===== src/rtl/playbus_controller.sv =====
// rtl/playbus_controller.sv - PlayBus two-requester bus sequencer/arbiter with registered enables
// BUS_TURNAROUND_EN: adds a TURN cycle with no bus driver after HOLD.
module playbus_controller #(
  parameter int AW = 3
) (
  input  logic          clk,
  input  logic          n_reset,
  input  logic [1:0]    req,
  input  logic [1:0]    op0,
  input  logic [1:0]    op1,
  input  logic [AW-1:0] addr0,
  input  logic [AW-1:0] addr1,
  output logic [1:0]    grant,
  output logic          done,
  output logic          busy,
  output logic [AW-1:0] address,
  output logic          rom_cs,
  output logic          rom_oe,
  output logic          ram_cs,
  output logic          ram_oe,
  output logic          ram_we,
  output logic          buf_cs,
  output logic          buf_oe,
  output logic          reg_oe
);

  typedef enum logic [2:0] {S_IDLE, S_SETUP, S_STROBE, S_HOLD, S_TURN} state_t;
  typedef enum logic [1:0] {OP_ROM_RD, OP_RAM_RD, OP_SW_WR, OP_COPY} op_t;

  state_t        state_q, state_d;
  op_t           op_q, op_d;
  logic [AW-1:0] addr_q, addr_d;
  logic          win_q, win_d;
  logic          last_q, last_d;

  logic [1:0]    grant_q, grant_d;
  logic          done_q, done_d;
  logic          busy_q, busy_d;
  logic [AW-1:0] address_q, address_d;
  logic          rom_cs_q, rom_cs_d, rom_oe_q, rom_oe_d;
  logic          ram_cs_q, ram_cs_d, ram_oe_q, ram_oe_d, ram_we_q, ram_we_d;
  logic          buf_cs_q, buf_cs_d, buf_oe_q, buf_oe_d;
  logic          reg_oe_q, reg_oe_d;

  logic          drive, strobe;

  always_comb begin
    state_d = state_q;
    op_d    = op_q;
    addr_d  = addr_q;
    win_d   = win_q;
    last_d  = last_q;
    unique case (state_q)
      S_IDLE: begin
        if (req != 2'b00) begin
          // On contention the requester that did not win last time gets the bus
          if (req == 2'b11) win_d = ~last_q;
          else              win_d = req[1];
          last_d  = win_d;
          op_d    = win_d ? op_t'(op1) : op_t'(op0);
          addr_d  = win_d ? addr1 : addr0;
          state_d = S_SETUP;
        end
      end
      S_SETUP:  state_d = S_STROBE;
      S_STROBE: state_d = S_HOLD;
      S_HOLD: begin
`ifdef BUS_TURNAROUND_EN
        state_d = S_TURN;
`else
        state_d = S_IDLE;
`endif
      end
      S_TURN:   state_d = S_IDLE;
      default:  state_d = S_IDLE;
    endcase
  end

  // Outputs are decoded from next state so every enable comes straight off a flop
  always_comb begin
    drive     = (state_d == S_SETUP) || (state_d == S_STROBE) || (state_d == S_HOLD);
    strobe    = (state_d == S_STROBE);
    grant_d   = drive ? (win_d ? 2'b10 : 2'b01) : 2'b00;
    done_d    = (state_d == S_HOLD);
    busy_d    = (state_d != S_IDLE);
    address_d = drive ? addr_d : '0;
    rom_cs_d  = drive && ((op_d == OP_ROM_RD) || (op_d == OP_COPY));
    rom_oe_d  = rom_cs_d;
    ram_oe_d  = drive && (op_d == OP_RAM_RD);
    ram_we_d  = strobe && ((op_d == OP_SW_WR) || (op_d == OP_COPY));
    ram_cs_d  = ram_oe_d || ram_we_d;
    buf_cs_d  = drive && (op_d == OP_SW_WR);
    buf_oe_d  = buf_cs_d;
    reg_oe_d  = strobe && ((op_d == OP_ROM_RD) || (op_d == OP_RAM_RD));
  end

  always_ff @(posedge clk or negedge n_reset) begin
    if (!n_reset) begin
      state_q   <= S_IDLE;
      op_q      <= OP_ROM_RD;
      addr_q    <= '0;
      win_q     <= 1'b0;
      last_q    <= 1'b1;
      grant_q   <= 2'b00;
      done_q    <= 1'b0;
      busy_q    <= 1'b0;
      address_q <= '0;
      rom_cs_q  <= 1'b0;
      rom_oe_q  <= 1'b0;
      ram_cs_q  <= 1'b0;
      ram_oe_q  <= 1'b0;
      ram_we_q  <= 1'b0;
      buf_cs_q  <= 1'b0;
      buf_oe_q  <= 1'b0;
      reg_oe_q  <= 1'b0;
    end else begin
      state_q   <= state_d;
      op_q      <= op_d;
      addr_q    <= addr_d;
      win_q     <= win_d;
      last_q    <= last_d;
      grant_q   <= grant_d;
      done_q    <= done_d;
      busy_q    <= busy_d;
      address_q <= address_d;
      rom_cs_q  <= rom_cs_d;
      rom_oe_q  <= rom_oe_d;
      ram_cs_q  <= ram_cs_d;
      ram_oe_q  <= ram_oe_d;
      ram_we_q  <= ram_we_d;
      buf_cs_q  <= buf_cs_d;
      buf_oe_q  <= buf_oe_d;
      reg_oe_q  <= reg_oe_d;
    end
  end

  assign grant   = grant_q;
  assign done    = done_q;
  assign busy    = busy_q;
  assign address = address_q;
  assign rom_cs  = rom_cs_q;
  assign rom_oe  = rom_oe_q;
  assign ram_cs  = ram_cs_q;
  assign ram_oe  = ram_oe_q;
  assign ram_we  = ram_we_q;
  assign buf_cs  = buf_cs_q;
  assign buf_oe  = buf_oe_q;
  assign reg_oe  = reg_oe_q;

endmodule

===== config.mk =====
export PLATFORM = sky130hd
export DESIGN_NAME = playbus_controller
export DESIGN_NICKNAME = d
export VERILOG_FILES = /design/src/rtl/playbus_controller.sv
export SDC_FILE = /design/constraint.sdc
export NUM_CORES = 1
export LEC_CHECK = 0
export BUFFER_PORTS_ARGS = -buffer_cell sky130_fd_sc_hd__buf_4
export CAP_MARGIN = 20
export CORE_AREA = 5 5 50 52
export DETAILED_ROUTE_END_ITERATION = 16
export DIE_AREA = 0 0 55 57
export PLACE_DENSITY_LB_ADDON = 0.08
export SKIP_LAST_GASP = 1
export SLEW_MARGIN = 20
export SYNTH_ARGS = -nofsm -noshare
export SYNTH_HDL_FRONTEND = slang
export SYNTH_SLANG_ARGS = --single-unit

===== constraint.sdc =====
create_clock -name clk -period 6.4 [get_ports clk]
set_clock_uncertainty 0.15 [all_clocks]
set_input_delay 1.92 -clock clk [delete_from_list [all_inputs] [get_ports clk]]
set_output_delay 1.92 -clock clk [all_outputs]
set_load 0.05 [all_outputs]

==> After elaboration in Yosys (flattened, before gate mapping) <==
Cells that the tools add are included.
{ "word_totals": {"regBits": 23, "in_bits": 14, "output_inout_bits": 15, "wordCells": 57} }
{ "op_classes": {"n_eq_ne": 9, "muxes": 16, "bitwise": 1, "n_reduce_logical": 16} }
{ "ops": {"columns": ["op", "count"], "rows": [
  ["3-bit two-way mux", 5],
  ["2-bit two-way mux", 5],
  ["3-bit by 2-bit equality test with 1-bit output (second input constant)", 3],
  ["3-bit one-hot mux with 3 select lines", 1],
  ["2-bit equality test (second input constant)", 3],
  ["3-bit by 1-bit equality test with 1-bit output (second input constant)", 2],
  ["1-bit logical OR", 6],
  ["1-bit logical AND", 5],
  ["1-bit two-way mux", 5],
  ["3-bit zero test", 1],
  ["3-bit nonzero test", 1],
  ["2-bit by 1-bit equality test with 1-bit output (second input constant)", 1],
  ["2-bit zero test", 1],
  ["2-bit AND reduction", 1],
  ["2-bit nonzero test", 1],
  ["1-bit NOT", 1]
]} }

==> Longest topological paths before layout <==
Gate-level depths: netlist (run 1).
{ "depth": {"depth_word": 11, "mapped_depth": 8, "ltp_nobuf": 7} }

==> Worst setup path before layout (run 1) <==
Ideal clock, no wire load.
{ "synth_timing": {"kind": "input-to-reg", "startpoint": "input port req[1]", "endpoint": "register ram_cs_q (netlist: ram_cs)", "setup_ns": 0.118, "arrival_ns": 3.265, "t_required_ns": 6.132, "setup_slack_ns": 2.866, "path_stages": 8, "path_buffers": 1, "path_cell_list": "a21bo_1 > buf_6 > mux2_4 > mux2_4 > ha_1 > nor2_1 > nor3_1 > a21o_1"} }
{ "synth_between": {"elab_chain_cells": 11, "elab_cells_between_ends": 22, "classes_between": "7 x eq/ne; 8 x mux; 7 x reduce/logical"} }
{ "synth_rtl": {"columns": ["element", "line_no", "text"], "rows": [
  ["start: declaration", "8", "input logic [1:0] req,"],
  ["2-bit equality test", "57", "if (req == 2'b11) win_d = ~last_q;"],
  ["1-bit two-way mux", "57", null],
  ["1-bit two-way mux", "55", "if (req != 2'b00) begin"],
  ["1-bit two-way mux", "53", "unique case (state_q)"],
  ["2-bit two-way mux", "60", "op_d = win_d ? op_t'(op1) : op_t'(op0);"],
  ["2-bit two-way mux *", "55", null],
  ["2-bit two-way mux *", "53", null],
  ["named net op_d[0]", "31", "op_t op_q, op_d;"],
  ["2-bit equality test", "90", "ram_we_d = strobe && ((op_d == OP_SW_WR) || (op_d == OP_COPY));"],
  ["1-bit logical OR *", "90", null],
  ["1-bit logical AND *", "90", null],
  ["named net ram_we_d", "41", "logic ram_cs_q, ram_cs_d, ram_oe_q, ram_oe_d, ram_we_q, ram_we_d;"],
  ["1-bit logical OR *", "91", "ram_cs_d = ram_oe_d || ram_we_d;"],
  ["named net ram_cs_d", "41", null],
  ["end signal: assignment", "128", "ram_cs_q <= ram_cs_d;"],
  ["end: declaration", "41", null]
]} }
Mark *: on every way through the listed nets, which the timed path passes. The rest lies on a longest branch. The select of a mux whose other input is x is not followed.
A chain may end at the register's enable or synchronous reset.

==> Worst setup path in the final report (run 1) <==
Ends and elaborated chain as after synthesis.

==> flow_summary.json, run 1 <==
{
  "hold_violations": 0,
  "wl_um": 1954,
  "drive_gt1_share_pct": 36.36,
  "criticalPathCategory": "input pin to register",
  "maxCapViolations": 0,
  "synthMuxAreaShare_pct": 7.758,
  "design_area_um2": 1274,
  "async_flop_share_pct": 100.0,
  "hold_path_startpoint": "addr_q[1]",
  "root_buffer": "clkbuf_4",
  "synth-compound-area-share_pct": 16.24,
  "gp_congestion": 0.7925,
  "avgSynthCellArea_um2": 12.59,
  "final.setup.tns_ns": 0,
  "die_y_um": 57,
  "synth_top_family_by_area": "compound AO/OA/AOI/OAI gates",
  "setup_viol": 0,
  "synth.distinct_cells": 30,
  "min_path_cells": 2,
  "required_ns": 6.46,
  "seq_area_frac_synth_pct": 55.88,
  "antenna_found_initial": 0,
  "placementRows": 17,
  "grt_max_degree": 24,
  "busiest_layer": "met2",
  "ioPinCount": 29,
  "cts_htree_levels": 1,
  "stdcell_count": 138,
  "start_util_pct": 50.03,
  "synthSimpleGateAreaFrac_pct": 9.697,
  "die_area_um2": 3135,
  "p_per_area_nw_per_um2": 393.8,
  "ys.flop_type": "dfrtp_1",
  "cts_tree": "yes",
  "cp_max_fo": 8,
  "cts_buffer_depth": 2,
  "synth_xor_area_share_pct": 0,
  "antenna_left": 0,
  "fill_cells": 174,
  "numCtsBuffers": 3,
  "synth_edf_count": 0,
  "cts_sinks": 23,
  "p_leak_nw": 0.6447,
  "internal_power_uw": 290.8,
  "start_kind": "input pin",
  "dpl-instance-area_um2": 1246,
  "viasPerCell": 5.196,
  "dp_hpwl_um": 1506,
  "cts_setup_buffers": 0,
  "rsz0062_at_grt": "no",
  "grtUsageMet1_pct": 17.69,
  "max_freq_ghz": 0.2860,
  "placed_cells": 134,
  "min_period_ns": 3.497,
  "drc": 0,
  "synthToLayoutAreaGrowth_pct": 23.39,
  "synth.top_cell.area_share_pct": 53.33,
  "maxSlewViolCount": 0,
  "syn-num-nets": 100,
  "synth_seq_cells": 23,
  "die_width_um": 55,
  "combPwrFrac_pct": 45.6,
  "track_usage_pct": 13.96,
  "syn_area_um2": 1032,
  "p_sw_uw": 210.8,
  "clkLatencyLatePin_ns": 0.30,
  "grtUsageMet3_pct": 4.178,
  "rrSetupSlack_ns": 4.08,
  "drt-pass1-iter-count": 4,
  "routedWlPerCell_um": 14.16,
  "post_cts_resize_count": 0,
  "endpoint_kind": "register",
  "ys_warn_count": 0,
  "drt-initial-drc-count": 13,
  "grt_pass1_wl_um": 3167,
  "multi_input_area_um2": 401.6,
  "grt_pass1_vias": 730,
  "arrival_ns": 3.55,
  "r2r_start": "state_q[0]",
  "fin_nets": 129,
  "hold_slack_ns": 0.3888,
  "rr_endpoint": "ram_cs",
  "n_antenna_cell": 0,
  "whs_endpoint": "addr_q[1]",
  "overflow": 0,
  "yosys.area.top_type": "dfrtp_1",
  "yosys.area_share.adder_pct": 4.848,
  "run_status": "finished, final reports clean",
  "postCtsHoldBufs": 0,
  "io_buffers": 28,
  "met2_usage_pct": 21.45,
  "hp-class": "register to register",
  "slew_headroom_pct": 63.51,
  "pwr-share-clk_pct": 13.1,
  "core_um2": 2063,
  "ir_drop_v": 0.0002507,
  "clk_pin_slew_worst_paths_ns": 0.12,
  "synth_area_leaders": "dfrtp_1 (53%), mux2_4 (5.8%), ha_1 (4.8%)",
  "layout_worst_path_cycle_share_pct": 54.64,
  "syn_inst": 82,
  "worstMarginPinSlew_ns": 0.5414,
  "seqPwrFrac_pct": 41.3,
  "switching_share_pct": 42.03,
  "reg2regPathDepth": 7,
  "p_total_uw": 501.6,
  "vias": 717,
  "seqCellArea_um2": 576.8
}
## layer usage
metal | wire length, um | share of wire, % | vias up
met2 | 902 | 46 | 21
li1 | - | - | 351
met3 | 182 | 9.3 | 2
met4 | 14 | 0.72 | 0
met5 | 0 | 0 | -
met1 | 854 | 44 | 343
## power groups by stage
stage / Sequential (mW) / Combinational (mW) / Clock, mW
after global routing: 0.213 / 0.245 / 0.0749
after detailed placement: 0.211 / 0.230 / 0
after global placement: 0.209 / 0.226 / 0
final: 0.207 / 0.229 / 0.0658
after CTS: 0.208 / 0.230 / 0.0687
after floorplan: 0.270 / 0.109 / 0
## Yosys cell counts (3+ instances only)
cell type	instances
mux2_4	4
dfrtp_1	22
a21oi_1	4
nor2_1	5
o32ai_1	3
ha_1	4
a221oi_1	3
inv_1	6
a22oi_1	3
## how the worst max path moves through the flow
stage          slack [ns]   start     end
4_1_cts              2.92  req[1]  ram_cs
2_1_floorplan        2.87  req[1]  ram_cs
3_3_place_gp         2.62  req[1]  ram_cs
3_5_place_dp         2.57  req[1]  ram_cs
5_1_grt              2.83  req[1]  ram_cs
6_report             2.90  req[1]  ram_cs
## worst max-delay path: stages
cell	delay, ns
buf_4	0.13
a21bo_1	0.35
mux2_4	0.34
mux2_4	0.28
ha_1	0.19
nor2_1	0.11
nor3_1	0.06
a21o_1	0.17
## cell usage in the layout (no fill, tap or decap), types with 2 or more instances in the layout
master and instances:
or3_1 2, nor3_1 2, a21oi_1 4, and2_1 2, dfrtp_1 22, a22oi_1 3
o32ai_1 3, buf_4 28, a221oi_1 3, mux2_4 4, nand2b_1 2, mux2i_1 2
a21o_1 2, inv_1 6, clkbuf_4 3, nor2_1 5, ha_1 4
## registers in the layout, indices dropped and copies added (netlist names), 2 cells and up
register / count
state_q: 3
grant: 2
address: 3
op_q: 2
addr_q: 3
## layout make-up
class / instances / area share (%)
clock buffer: 3 / 1.768
clock inverter: 1 / 0.3929
inverter: 6 / 1.768
multi-input combinational: 49 / 31.53
sequential: 23 / 45.28
tap: 28 / 2.750
timing repair buffer: 28 / 16.50
## cells by family (layout without fill, tap and decap cells)
kind of cell	count (synthesis)	after routing
DFF	23	23
AOI/OAI and AO/OA	22	22
and+or+nand+nor	16	16
buffers and inverters	10	38
muxes	6	6
adders and majority gates	4	4
other	1	1
## stage by stage
step / util (%) / setup WS [ns]
3_3_place_gp: 60.40 / 2.618
6_report: 61.73 / 2.903
4_1_cts: 61.73 / 2.919
2_1_floorplan: - / 2.866
5_1_grt: 61.73 / 2.826
3_5_place_dp: 60.40 / 2.573
(Power assumes the default switching activity.)
==> inputs of run 2 (changes only) <==
- ABC_AREA: unset -> 1
- CORE_AREA: 5 5 50 52 -> 5 5 52 54
- DIE_AREA: 0 0 55 57 -> 0 0 57 59
- clock period: 6.4 -> 3.25 ns (I/O delays scaled with it)
==> run 2 against run 1 <==
Compared with the run above: cell count rose by 21%; clock power rose by 95%; highest routed layer unchanged; hold slack got worse by 0.057 ns; synthesized cell count rose by 33%; critical path type unchanged; first-iteration DRC count fell by 54%; register-to-register slack got worse by 2.7 ns; combinational power rose by 140%; total power rose by 120%; die area rose by 7.3%; final area rose by 1.8%; clock-buffer cell count did not move.
==> flow_summary.json, run 2 <==
{
  "layout_worst_path_cycle_share_pct": 65.83,
  "cts_htree_levels": 1,
  "hp-class": "register to register",
  "die_area_um2": 3363,
  "async_flop_share_pct": 100.0,
  "gp_congestion": 0.7800,
  "dp_slack_ns": 0.7701,
  "criticalPathCategory": "input pin to register",
  "n_antenna_cell": 0,
  "run_status": "finished, final reports clean",
  "arrival_ns": 2.19,
  "track_usage_pct": 13.02,
  "io_buffers": 28,
  "syn_area_um2": 1038,
  "yosys.area.top_type": "dfrtp_1",
  "maxSlewViolCount": 0,
  "dp_hpwl_um": 1496,
  "multi_input_area_um2": 382.9,
  "avgSynthCellArea_um2": 9.527,
  "wl_um": 1831,
  "synthToLayoutAreaGrowth_pct": 24.82,
  "seqCellArea_um2": 576.8,
  "synth_area_leaders": "dfrtp_1 (53%), nand2_1 (10%), inv_1 (5.1%)",
  "seq_area_frac_synth_pct": 55.54,
  "fill_cells": 192,
  "antenna_left": 0,
  "vias": 749,
  "root_buffer": "clkbuf_4",
  "p_leak_nw": 0.7521,
  "routedWlPerCell_um": 10.96,
  "cts_sinks": 23,
  "start_kind": "input pin",
  "p_per_area_nw_per_um2": 838.0,
  "setup_viol": 0,
  "cts_tree": "yes",
  "hold_violations": 0,
  "die_width_um": 57,
  "placementRows": 17,
  "endpoint_kind": "register",
  "combPwrFrac_pct": 49.8,
  "p_total_mw": 1.086,
  "pwr-share-clk_pct": 11.8,
  "drt-initial-drc-count": 6,
  "seqPwrFrac_pct": 38.5,
  "yosysMostFrequentCell": "nand2_1",
  "drive_gt1_share_pct": 33.09,
  "layout_common_cells": "nand2_1 (28), buf_4 (28), dfrtp_1 (22)",
  "clkLatencyLatePin_ns": 0.31,
  "die_y_um": 59,
  "postCtsHoldBufs": 0,
  "drt-pass1-iter-count": 2,
  "numCtsBuffers": 3,
  "grt_pass1_vias": 785,
  "synth.distinct_cells": 19,
  "cts_buffer_depth": 2,
  "min_period_ns": 2.140,
  "cts_setup_buffers": 0,
  "synth_seq_cells": 23,
  "drc": 0,
  "synthTopCellsByCount": "nand2_1 (28), dfrtp_1 (22), inv_1 (14)",
  "grt_pass1_wl_um": 3381,
  "syn-num-nets": 127,
  "antenna_found_initial": 0,
  "ys_warn_count": 0,
  "cp_max_fo": 10,
  "rsz0062_at_grt": "no",
  "start_util_pct": 47.87,
  "ir_drop_v": 0.0004948,
  "ys.flop_type": "dfrtp_1",
  "ioPinCount": 29,
  "switching_share_pct": 45.70,
  "post_cts_resize_count": 0,
  "hold_slack_ns": 0.3320,
  "internal_power_uw": 589.8,
  "p_sw_uw": 496.4,
  "core_um2": 2170,
  "syn_inst": 109,
  "required_ns": 3.30,
  "fin_nets": 158,
  "postLayoutSetupSlackWorst_ns": 1.110,
  "overflow": 0,
  "synth.top_cell.area_share_pct": 53.01,
  "clk_pin_slew_worst_paths_ns": 0.12,
  "maxCapViolations": 0,
  "max_freq_ghz": 0.4674,
  "final.setup.tns_ns": 0,
  "viasPerCell": 4.485,
  "synth_edf_count": 0,
  "grt_max_degree": 24
}
==> run 2: cells by family (layout without fill, tap and decap cells) <==
group / Yosys count / in the layout / share of synthesized area [%]
buf+inv: 19 / 49 / 7.590
flops: 23 / 23 / 55.54
compound gates: 5 / 5 / 2.891
simple gates: 57 / 57 / 28.80
other cells: 1 / 1 / 0.3611
fa+ha+maj: 4 / 4 / 4.819
==> run 2: routing by layer <==
layer	wire (um)	track usage [%]	vias to the layer above
met5	0	0	-
met4	19	4.967	0
met3	147	2.614	2
met2	901	23.33	24
met1	764	15.40	334
li1	-	-	389
==> run 2: layout make-up <==
| cell class | count | area share (%) |
|---|---|---|
| Timing Repair Buffer | 28 | 16.22 |
| Clock inverter | 1 | 0.3861 |
| Tap cell | 28 | 2.703 |
| Multi-Input combinational cell | 67 | 29.54 |
| Clock buffer | 3 | 1.737 |
| Inverter | 17 | 4.923 |
| Sequential cell | 23 | 44.50 |
==> run 2: worst paths after layout <==
kind	startpoint	to	slack, ns	cells past startpoint
worst max register to register	last_q	ram_cs	1.43	8
worst min register to register	last_q	last_q	0.33	2
worst max-delay path	req[0]	ram_cs	1.11	10
min in group asynchronous	n_reset	state_q[1]	0.38	1
max in group asynchronous	n_reset	last_q	2.30	1
worst min-delay path	last_q	last_q	0.33	2
==> run 2: stage by stage <==
| stage | cells | util (%) | instance area, um2 |
|---|---|---|---|
| 2_1_floorplan | 109 | - | 1039 |
| 3_3_place_gp | 163 | 58.48 | 1269 |
| 3_5_place_dp | 163 | 58.48 | 1269 |
| 4_1_cts | 167 | 59.75 | 1296 |
| 5_1_grt | 167 | 59.75 | 1296 |
| 6_report | 167 | 59.75 | 1296 |
==> run 2: worst max-delay path, cell delays in order <==
cell     delay (ns)
buf_4          0.12
nand2_1        0.12
nand2_2        0.15
inv_2          0.12
nand2_1        0.05
nand3_1        0.07
o21ai_0        0.14
ha_1           0.25
nor2_1         0.11
o21ai_0        0.09
==> run 2: power by group through the flow <==
stage | clock network [mW] | registers [mW] | logic, mW
final | 0.128 | 0.418 | 0.540
after floorplan | 0 | 0.590 | 0.231
after global routing | 0.145 | 0.434 | 0.594
after detailed placement | 0 | 0.425 | 0.547
after CTS | 0.134 | 0.419 | 0.548
after global placement | 0 | 0.423 | 0.537
==> inputs of run 3 (changes only) <==
- ABC_AREA: 1 -> 0
- CORE_AREA: 5 5 52 54 -> 5 5 68 46
- DIE_AREA: 0 0 57 59 -> 0 0 73 51
- clock period: 3.25 -> 1.77 ns (I/O delays scaled with it)
==> run 3 against run 2 <==
Compared with the run above: the flow now finishes with violations (setup timing); sequential share of layout area decreased by 6.1 points; critical path depth fell by 3; clock-buffer cell count did not move; cell count fell by 4.2%; critical path type is now register to register; critical endpoint unchanged; highest routed layer unchanged.
==> flow_summary.json, run 3 (synthesis results as in run 1) <==
{
  "viasPerCell": 4.888,
  "clkLatencyLatePin_ns": 0.27,
  "root_buffer": "clkbuf_8",
  "slowest_stage": "dfrtp_1",
  "dpl-instance-area_um2": 1381,
  "critPathBufInv": 0,
  "grt_pass1_wl_um": 3684,
  "start_kind": "register",
  "synthToLayoutAreaGrowth_pct": 45.58,
  "drive_gt1_share_pct": 50.78,
  "cp_slowest_stage_delay_ns": 0.40,
  "criticalPathCategory": "register to register",
  "drt-initial-drc-count": 24,
  "n_antenna_cell": 0,
  "arrival_ns": 2.08,
  "grt_max_degree": 24,
  "overflow": 0,
  "hold_violations": 0,
  "wl_um": 2287,
  "cts_htree_levels": 1,
  "core_um2": 2382,
  "layout_commonest_cell": "buf_4",
  "ir_drop_v": 0.0005457,
  "maxSlewViolCount": 0,
  "die_y_um": 51,
  "fin_nets": 147,
  "ioPinCount": 29,
  "run_status": "complete, but fails checks",
  "setup_viol": 6,
  "drt-pass1-iter-count": 4,
  "dp_hpwl_um": 1640,
  "clk_pin_slew_worst_paths_ns": 0.08,
  "cp_max_fo": 5,
  "stdcell_count": 160,
  "die_area_um2": 3723,
  "postLayoutCoreUtil_pct": 63.08,
  "p_total_mw": 2.120,
  "vias": 782,
  "antenna_left": 0,
  "start_util_pct": 43.33,
  "cp_cell_sequence": "or3_4 > nor2_4 > mux2_4 > ha_2 > nor2_4 > nor3_2 > a21o_1",
  "p_per_area_nw_per_um2": 1411,
  "maxCapViolations": 0,
  "cts_buffer_depth": 2,
  "postLayoutSetupSlackWorst_ns": -0.3010,
  "p_leak_nw": 0.7436,
  "die_width_um": 73,
  "hp-class": "register to register",
  "endpoint_kind": "register",
  "routedWlPerCell_um": 14.29,
  "io_buffers": 28,
  "violations": "setup timing",
  "max_freq_ghz": 0.4828,
  "required_ns": 1.78,
  "crit_top_cell": "nor2_4",
  "design_area_um2": 1503,
  "antenna_found_initial": 0,
  "crit_family": "simple AND/OR/NAND/NOR gates",
  "cts_tree": "yes",
  "placementRows": 14,
  "track_usage_pct": 13.28,
  "hold_slack_ns": 0.3778,
  "layout_worst_path_cycle_share_pct": 117.0,
  "grt_pass1_vias": 772,
  "gp_congestion": 0.7199,
  "drc": 0,
  "numCtsBuffers": 3,
  "fill_cells": 205,
  "cts_sinks": 23,
  "placed_cells": 153,
  "min_period_ns": 2.071,
  "layout_common_cells": "buf_4 (44), dfrtp_1 (22), inv_1 (6)",
  "rsz0062_at_grt": "yes"
}
## run 3: cell count changes in the layout (fill, tap and decap cells not counted), moves of 4 or more
| cell | delta |
|---|---|
| mux2_4 | +4 |
| nand2_2 | -4 |
| a21oi_1 | +4 |
| nor2_1 | -6 |
| nand2_1 | -28 |
| buf_4 | +16 |
| inv_1 | -8 |
| nand3_1 | -8 |
## run 3: worst register-to-register path, delay by kind of cell (launching register included)
kind	cells	cell delay [ns]
flip-flops	1	0.40
multiplexers	1	0.35
adder cells (fa/ha/maj)	1	0.21
AO/OA/AOI/OAI	1	0.15
AND/OR/NAND/NOR	4	0.70
## run 3: area by class of cell
class                           count  area, um2  share of cell area (%)
Sequential cell                    23      576.8                   38.38
Multi-Input combinational cell     49      465.4                   30.97
Timing Repair Buffer               46      351.6                   23.40
Clock buffer                        3      41.29                   2.748
Tap cell                           32      40.04                   2.664
Inverter                            6      22.52                   1.499
Clock inverter                      1      5.005                  0.3331
## run 3: power breakdown
part / internal [mW] / switching [mW]
clock: 0.157 / 0.168
sequential: 0.674 / 0.0618
combinational: 0.430 / 0.629
total: 1.26 / 0.859
## run 3: worst paths after layout
path | from | depth (start not counted) | slack, ns | end
hold reg to reg | addr_q[1] | 2 | 0.38 | address[1]
setup reg to reg | state_q[1] | 7 | -0.30 | ram_cs
max in group asynchronous | n_reset | 2 | 0.66 | last_q
hold / removal | addr_q[1] | 2 | 0.38 | address[1]
setup / recovery | state_q[1] | 7 | -0.30 | ram_cs
min in group asynchronous | n_reset | 2 | 0.53 | grant[0]
## run 3: repair_timing
item / CTS / global route
pin swaps: 5 / 3
endpoints found under the setup margin: 6 / 6
hold buffers: 1 / 0
endpoints found under the hold margin: 9 / 0
gates resized for setup: 6 / 3
setup buffers: 1 / 1
## run 3: per-stage QoR
stage / setup slack, ns / TNS, ns
5_1_grt: -0.3621 / -1.772
3_5_place_dp: -0.4793 / -2.064
3_3_place_gp: -0.4403 / -1.969
6_report: -0.3010 / -1.311
2_1_floorplan: -0.3496 / -1.472
4_1_cts: -0.2802 / -1.188
## run 3: routing by layer
| layer | global-route usage (%) | part of all wire (%) | vias up |
|---|---|---|---|
| li1 | - | - | 382 |
| met1 | 17.86 | 50 | 378 |
| met2 | 19.44 | 44 | 18 |
| met3 | 4.110 | 4.8 | 4 |
| met4 | 6.442 | 1.8 | 0 |
| met5 | 0 | 0 | - |
